$ cat config.mk
export PLATFORM = sky130hd
export DESIGN_NAME = dcache_controller
export DESIGN_NICKNAME = d
export VERILOG_FILES = /design/src/rtl/dcache_controller.sv
export SDC_FILE = /design/constraint.sdc
export NUM_CORES = 1
export LEC_CHECK = 0
export ABC_AREA = 0
export CAP_MARGIN = 20
export CORE_MARGIN = 5
export CORE_UTILIZATION = 46
export CTS_CLUSTER_SIZE = 24
export DETAILED_ROUTE_END_ITERATION = 6
export PLACE_DENSITY = 0.77
export SYNTH_ARGS = -nofsm -noshare
export SYNTH_HDL_FRONTEND = slang
export SYNTH_SLANG_ARGS = --single-unit
$ cat constraint.sdc
create_clock -name clk -period 2.35 [get_ports clk]
set_clock_uncertainty 0.15 [all_clocks]
set_input_delay 0.3525 -clock clk [delete_from_list [all_inputs] [get_ports clk]]
set_output_delay 0.3525 -clock clk [all_outputs]
set_load 0.02 [all_outputs]
$ cat src/rtl/dcache_controller.sv
// dcache_controller: FSM sequencing hits, misses, line writebacks, line fills and clflush
// for a direct-mapped dcache datapath over a one-word-per-beat L2 handshake.
package dcache_pkg;
  typedef enum logic [1:0] {LOAD, STORE, CLFLUSH} memory_operation_e;
endpackage

module dcache_controller
  import dcache_pkg::*;
#(
  parameter int LINE_SIZE = 32,
  parameter int XLEN = 32,
  parameter int CNT_WIDTH = 32
) (
  input  logic                 clk,
  input  logic                 reset,
  input  logic                 pipe_req_valid,
  input  memory_operation_e    pipe_req_type,
  output logic                 pipe_req_fulfilled,
  input  logic                 hit,
  input  logic                 miss,
  input  logic                 valid_dirty_bit,
  input  logic                 clflush_requested,
  input  logic                 counter_done,
  output logic                 flush_mode,
  output logic                 load_mode,
  output logic                 clear_selected_dirty_bit,
  output logic                 clear_selected_valid_bit,
  output logic                 finish_new_line_install,
  output logic                 set_new_l2_block_address,
  output logic                 use_dirty_tag_for_l2_block_address,
  output logic                 reset_counter,
  output logic                 decrement_counter,
  output logic                 l2_req_valid,
  output memory_operation_e    l2_req_type,
  input  logic                 l2_req_fulfilled,
  output logic [CNT_WIDTH-1:0] hit_count,
  output logic [CNT_WIDTH-1:0] miss_count,
  output logic [CNT_WIDTH-1:0] writeback_count
);
  localparam int WORDS_PER_LINE = LINE_SIZE / (XLEN / 8);
  localparam int BW = WORDS_PER_LINE > 1 ? $clog2(WORDS_PER_LINE) : 1;

  typedef enum logic [1:0] {IDLE, WRITEBACK, FILL, INVALIDATE} state_e;

  state_e state, next;
  logic flush, hit_inc, miss_inc, wb_inc, clean_hit;
  logic [BW-1:0] beats;

  // A hit only counts when it is unambiguous; anything else falls through to the miss path.
  assign clean_hit = hit && !miss && (pipe_req_type == LOAD || pipe_req_type == STORE);

  always_comb begin
    next = state;
    {pipe_req_fulfilled, flush_mode, load_mode, clear_selected_dirty_bit, clear_selected_valid_bit,
     finish_new_line_install, set_new_l2_block_address, use_dirty_tag_for_l2_block_address,
     reset_counter, decrement_counter, l2_req_valid, hit_inc, miss_inc, wb_inc} = '0;
    l2_req_type = LOAD;
    if (reset)
      case (state)
        IDLE: if (pipe_req_valid) begin
          if (clflush_requested) begin
            set_new_l2_block_address = valid_dirty_bit;
            use_dirty_tag_for_l2_block_address = valid_dirty_bit;
            reset_counter = valid_dirty_bit;
            next = valid_dirty_bit ? WRITEBACK : INVALIDATE;
          end else if (clean_hit) begin
            pipe_req_fulfilled = 1'b1;
            hit_inc = 1'b1;
          end else if (hit || miss) begin
            miss_inc = 1'b1;
            set_new_l2_block_address = 1'b1;
            use_dirty_tag_for_l2_block_address = valid_dirty_bit;
            reset_counter = 1'b1;
            next = valid_dirty_bit ? WRITEBACK : FILL;
          end
        end
        WRITEBACK: begin
          flush_mode = 1'b1;
          l2_req_valid = 1'b1;
          l2_req_type = STORE;
          decrement_counter = l2_req_fulfilled && !counter_done;
          if (l2_req_fulfilled && counter_done) begin
            clear_selected_dirty_bit = 1'b1;
            wb_inc = 1'b1;
            set_new_l2_block_address = !flush;
            reset_counter = !flush;
            next = flush ? INVALIDATE : FILL;
          end
        end
        FILL: begin
          load_mode = 1'b1;
          l2_req_valid = 1'b1;
          decrement_counter = l2_req_fulfilled && !counter_done;
          if (l2_req_fulfilled && counter_done) begin
            finish_new_line_install = 1'b1;
            clear_selected_dirty_bit = 1'b1;
            next = IDLE;
          end
        end
        INVALIDATE: begin
          clear_selected_valid_bit = 1'b1;
          pipe_req_fulfilled = 1'b1;
          next = IDLE;
        end
        default: next = IDLE;
      endcase
  end

  always_ff @(posedge clk) begin
    if (!reset) begin
      state <= IDLE;
      flush <= 1'b0;
      beats <= '0;
      hit_count <= '0;
      miss_count <= '0;
      writeback_count <= '0;
    end else begin
      state <= next;
      if (state == IDLE) flush <= clflush_requested;
      if (reset_counter) beats <= '0;
      else if (l2_req_valid && l2_req_fulfilled) beats <= beats + 1'b1;
      if (hit_inc && !(&hit_count)) hit_count <= hit_count + 1'b1;
      if (miss_inc && !(&miss_count)) miss_count <= miss_count + 1'b1;
      if (wb_inc && !(&writeback_count)) writeback_count <= writeback_count + 1'b1;
    end
  end

  // Simulation-only sanity checks on datapath status and line length.
  always_ff @(posedge clk) begin
    if (reset && state == IDLE && pipe_req_valid)
      assert (!(hit && miss) && pipe_req_type inside {LOAD, STORE, CLFLUSH});
    if (reset && l2_req_valid && l2_req_fulfilled && counter_done)
      assert (beats == BW'(WORDS_PER_LINE - 1));
  end
endmodule

==> metrics, run 1 <==
Final Slew Violations 0; first-pass GRT wire length 25200 µm; Initial DRC Count 620; Mapped Area between 5000 and 6000 µm²; gr ovfl total 0; Core Rows 38; leakage 2.56 nW; Worst Tran Pin Value 659 ps; via count 5751; Inserted Clock Buffers 9; post-route insts no fill 972; DIE HEIGHT 116 µm; post-DR vias/cell 5.92; number of I/O pins 120; area of the die 13400 µm²; fmax roughly 0.43 GHz; Multi-input gate area 3080 µm²; H-tree levels 3; Skew-Pair Late Insertion Delay 380 ps; starting density of the core 47.3%; Tmin final 2330 ps; Critical Path AT around 2500 ps; clk slew on worst S/H paths 100 ps; most common cell after layout, fill and taps aside clkdlybuf4s50_1; largest net degree at the start of global routing 37; syn nets 653; CTS tree built; power density of the placed cells 477 nW/µm²; highest-count cells in the layout ignoring fill and taps 104 x clkdlybuf4s50_1, 100 x buf_4, 87 x dfxtp_1, 60 x a21oi_1, 55 x nand2_1; CP endpoint kind register; sequential cell area 2010 µm²; #FFs+latches synth 99; library cells used by synthesis 51; setup TNS 0 ps; clock sinks 99; Max VDD drop 0.000336 V; Post-Syn Area per Cell 8.10 µm²; vias in the first global route roughly 5.4k; worst path required time 2520 ps; Max-Slew Margin vs Limit a little under three fifths; final hold violation count 0; CTS Root Cell clkbuf_8; Final Setup Violations 0; drt drc 0; post-DP HPWL between 10000 and 15000 µm; Min Hold Slack 328 ps; EDFF count, synth 0; Final nets ~850; critical-path maximum fanout 7; die width 116 µm; outcome finished clean; synth warn 0; Tcrit/Tclk final 99.0%; n_diodes 0; initial antenna violation count 0; CP Launch Type register; WL/cell 16.3 µm; number of hold buffers added after cts 0; critical path class reg2reg; DP Cell Count about 950; register area share after synthesis 38.5%; DRT Pass-1 Iters 6; layout filler cell count 902; post-route ant nets 0; Main synth FF type dfxtp_1; GPL Wtd Cong 0.899; synth-to-layout area growth 44.2%; HP Class in2reg; layout cells sized above 1 20.3%; Gate Count Post-Synth about 640; Max-Cap Viols 0; final WL 15900 µm; RSZ-0062 raised after global routing yes; Bufs on Longest Clock Path 2; Async S/R FF share, synth 0%; core area 10900 µm²; Global Route Usage Sum between 20 and 25%; port bufs 117
## layout make-up
cell class | count | share of cell area, %
clock inverters | 5 | 0.675
multi-input cells | 485 | 41.6
repair buffers | 214 | 25.3
well taps | 140 | 2.36
clock buffers | 11 | 2.06
flip-flops and latches | 99 | 27.1
inverters | 18 | 0.911
## layer usage
layer | GRT usage (%) | wire, µm | vias up
li1 | - | - | 2803
met1 | 28.5 | 6530 | 2701
met2 | 39.9 | 7910 | 207
met3 | 3.86 | 919 | 40
met4 | 9.67 | 493 | 0
met5 | 0 | 0 | -
## sequential cells by signal, summed over array words and instances (netlist names)
register,flops
state,2
hit_count,32
writeback_count,32
flush,1
miss_count,32
## per-stage QoR
| stage | util (%) | power [W] | cell area, µm² | setup slack (ps) |
|---|---|---|---|---|
| final | 68.1 | 0.00354 | 7420 | 22.7 |
| after global routing | 68.1 | 0.00369 | 7420 | -47.2 |
| after CTS | 66.8 | 0.00351 | 7280 | -29.8 |
| after detailed placement | 65.0 | 0.00240 | 7080 | -441 |
| after global placement | 65.0 | 0.00237 | 7080 | -413 |
| after floorplan | - | 0.00210 | 5200 | -88.2 |
## repair_timing
| item | CTS | global route |
|---|---|---|
| pin swaps | 0 | 5 |
| resized for setup | 35 | 39 |
| setup endpoints to repair | 20 | 65 |
| setup buffers | 0 | 4 |
## synthesized netlist by cell type (all sizes together) (2+ instances only)
library cell	n	area share, %
xor2	5	0.85
and4	15	2.6
nand4	27	3.4
o31ai	26	3.9
nand2	55	4.0
xnor2	3	0.51
mux2i	10	1.9
buf	7	0.95
or2	3	0.36
and3	11	1.3
nand3	40	3.9
clkbuf	25	1.8
nor4	9	1.1
nor2	26	1.9
nor2b	3	0.36
a21oi	62	6.0
or4	21	3.1
and2	11	1.4
a211oi	4	0.58
o41ai	4	0.68
dfxtp	99	39
ha	7	1.7
nand3b	3	0.44
nor3	6	0.58
o311ai	5	0.85
a21o	2	0.29
o21ai	48	4.7
inv	18	1.3
or3	40	4.9
o2111ai	6	1.0
o211ai	14	2.0
nand2b	9	1.1
## final timing paths
check             slack [ps]           startpoint  depth (start not counted)             endpoint
setup reg to reg          20  writeback_count[19]                          5  writeback_count[28]
hold reg to reg          340   writeback_count[0]                          1   writeback_count[0]
hold / removal           330                reset                          4        miss_count[2]
setup / recovery          20  writeback_count[19]                          5  writeback_count[28]
## kinds of logic (layout without fill, tap and decap cells)
group / after synthesis / count (layout) / synth area share (%)
AOI/OAI and AO/OA: 176 / 176 / 21.0
xor gates and xnor gates: 8 / 8 / 1.36
buffers and inverters: 51 / 248 / 4.35
adders and majority gates: 7 / 7 / 1.70
other: 1 / 1 / 0.0729
and+or+nand+nor: 283 / 283 / 31.1
DFF: 99 / 99 / 38.5
muxes: 10 / 10 / 1.95
## critical path: stages (launching register included)
cell and delay [ps]:
dfxtp_4 400, nand4_4 120, or4_4 540, or4b_4 590
or3_4 350, a21oi_2 120
## where the power goes
| part | internal [W] | switching [W] | total (W) | leakage (nW) |
|---|---|---|---|---|
| Combinational | 0.000289 | 0.000371 | 0.000661 | 1.65 |
| Clock | 0.000551 | 0.000600 | 0.00115 | 0.108 |
| Sequential | 0.00170 | 0.0000248 | 0.00173 | 0.806 |
No activity file was read; power rests on OpenSTA's default activity.
==> run 2: changes to the inputs <==
- CAP_MARGIN: 20 -> unset
- SLEW_MARGIN: unset -> 20
==> results of run 2 <==
Final layout, timing and power as in run 1 (identical DEF).
==> run 3: changes to the inputs <==
- CORE_UTILIZATION: 46 -> 50
- PLACE_DENSITY: 0.77 -> 0.8
- REMOVE_ABC_BUFFERS: unset -> 1
- clock period: 2.35 -> 2.5 ns (I/O delays scaled with it)
==> metrics, run 3 (same netlist as run 1, synthesis figures left out) <==
CP Launch Type input port; leakage 2.35 nW (-8.2%); Global Route Usage Sum 23.6% (+0.52 points); fmax 0.411 GHz; final WL 15200 µm (-3.9%); Max-Slew Margin vs Limit 66.4% (+11 points); starting density of the core 50.5% (+3.3 points); highest-count cells in the layout ignoring fill and taps 108 x clkdlybuf4s50_1, 97 x dfxtp_1, 67 x buf_4, 62 x a21oi_1, 55 x nand2_1; area of the die 12400 µm² (-7.3%); Bufs on Longest Clock Path 2 (unchanged); number of I/O pins 120 (unchanged); outcome finished clean; synth-to-layout area growth 37.5%; most common cell after layout, fill and taps aside clkdlybuf4s50_1; via count 5634 (-2.0%); HP Class in2reg; Multi-input gate area 3000 µm² (-2.9%); die width 111 µm (-3.7%); final core occ 69.5% (+1.3 points); clock sinks 99 (unchanged); Final nets 815 (-3.6%); CP endpoint kind register; post-route ant nets 0 (unchanged); Inserted Clock Buffers 9 (unchanged); CTS tree built; n_diodes 0 (unchanged); DIE HEIGHT 111 µm (-3.7%); Final Slew Violations 0 (unchanged); worst path required time 2640 ps (+120 ps); sequential cell area 1980 µm² (-1.4%); largest net degree at the start of global routing 25 (-32%); Worst Tran Pin Value 500 ps (-159 ps); Initial DRC Count 409 (-34%); final hold violation count 0 (unchanged); initial antenna violation count 0 (unchanged); Final Setup Violations 0 (unchanged); CTS Root Cell clkbuf_8; Core Rows 37 (-2.6%); clk slew on worst S/H paths 90 ps (about the same); critical-path maximum fanout 8 (+1); WL/cell 16.2 µm (-0.47%); Critical Path AT 2570 ps (+80 ps); Place WS -407 ps (+33.8 ps); post-DR vias/cell 6.01 (+1.5%); Max VDD drop 0.000321 V (-4.4%); Max-Cap Viols 0 (unchanged); drt drc 0 (unchanged); setup ws final 65.4 ps (+42.6 ps); layout cells sized above 1 13.3% (-7.0 points); Skew-Pair Late Insertion Delay 370 ps (about the same); critical path class in2reg; layout filler cell count 857 (-5.0%); Tmin final 2430 ps; largest registers hit_count x32, miss_count x32, writeback_count x32; gr ovfl total 0 (unchanged); vias in the first global route 5184 (-3.4%); Hold Path Cell Cnt 3 (-1); core area 10200 µm² (-6.5%); RSZ-0062 raised after global routing no; port bufs 117 (unchanged); GPL Wtd Cong 0.897 (-0.28%); power density of the placed cells 463 nW/µm² (-3.0%); first-pass GRT wire length 25000 µm (-0.74%); worst-case reg-to-reg path depth 11 (+6); H-tree levels 3 (unchanged); Tcrit/Tclk final between 90% and 100%; post-DP HPWL 11300 µm (-3.5%); DRT Pass-1 Iters 5 (-1)
run 3: layout make-up:
cell class | count | area share [%]
clock buffer | 13 | 2.25
sequential | 99 | 28.1
multi-input combinational | 485 | 42.3
inverter | 18 | 0.955
timing repair buffer | 184 | 23.3
tap | 136 | 2.41
clock inverter | 3 | 0.654
run 3: per-stage QoR:
| step | TNS (ps) | total power, W | cells | hold slack [ps] | instance area (µm²) |
|---|---|---|---|---|---|
| final | 0 | 0.00327 | 938 | 242 | 7070 |
| after global routing | 0 | 0.00340 | 938 | 242 | 7070 |
| after CTS | 0 | 0.00326 | 937 | 227 | 7030 |
| after detailed placement | -8500 | 0.00221 | 920 | 340 | 6810 |
| after global placement | -6770 | 0.00219 | 920 | 326 | 6810 |
| after floorplan | -500 | 0.00195 | 602 | 328 | 4990 |
run 3: critical path, cell delays in order:
cell,delay (ps)
clkdlybuf4s50_1,480
or3b_4,410
buf_4,170
nor4_4,250
buf_4,150
o31ai_1,100
buf_4,180
or3_1,300
a21oi_1,160
run 3: report_power, final:
group / internal [W] / total (W) / switching [W]
sequential: 0.00160 / 0.00163 / 0.0000261
combinational: 0.000241 / 0.000565 / 0.000325
clock: 0.000521 / 0.00108 / 0.000558
run 3: path summary, 6_finish.rpt:
path         slack, ps           start              to
max                 70             hit   hit_count[14]
min                240           reset  miss_count[10]
max reg2reg        120        state[1]   hit_count[14]
min reg2reg        340  miss_count[31]  miss_count[31]
run 3: metal layers:
| layer | wire, µm | vias up | track usage [%] |
|---|---|---|---|
| met3 | 826 | 24 | 4.35 |
| met1 | 6940 | 2685 | 30.9 |
| met5 | 0 | - | 0 |
| met2 | 7190 | 181 | 39.4 |
| met4 | 269 | 0 | 8.03 |
| li1 | - | 2744 | - |
run 3: timing repair:
item                                    in CTS  in global routing
hold buffers                                 0                  0
endpoints found under the setup margin      11                 35
resized for setup                           17                 16
buffers inserted                             1                  1
pin swaps                                    2                  2
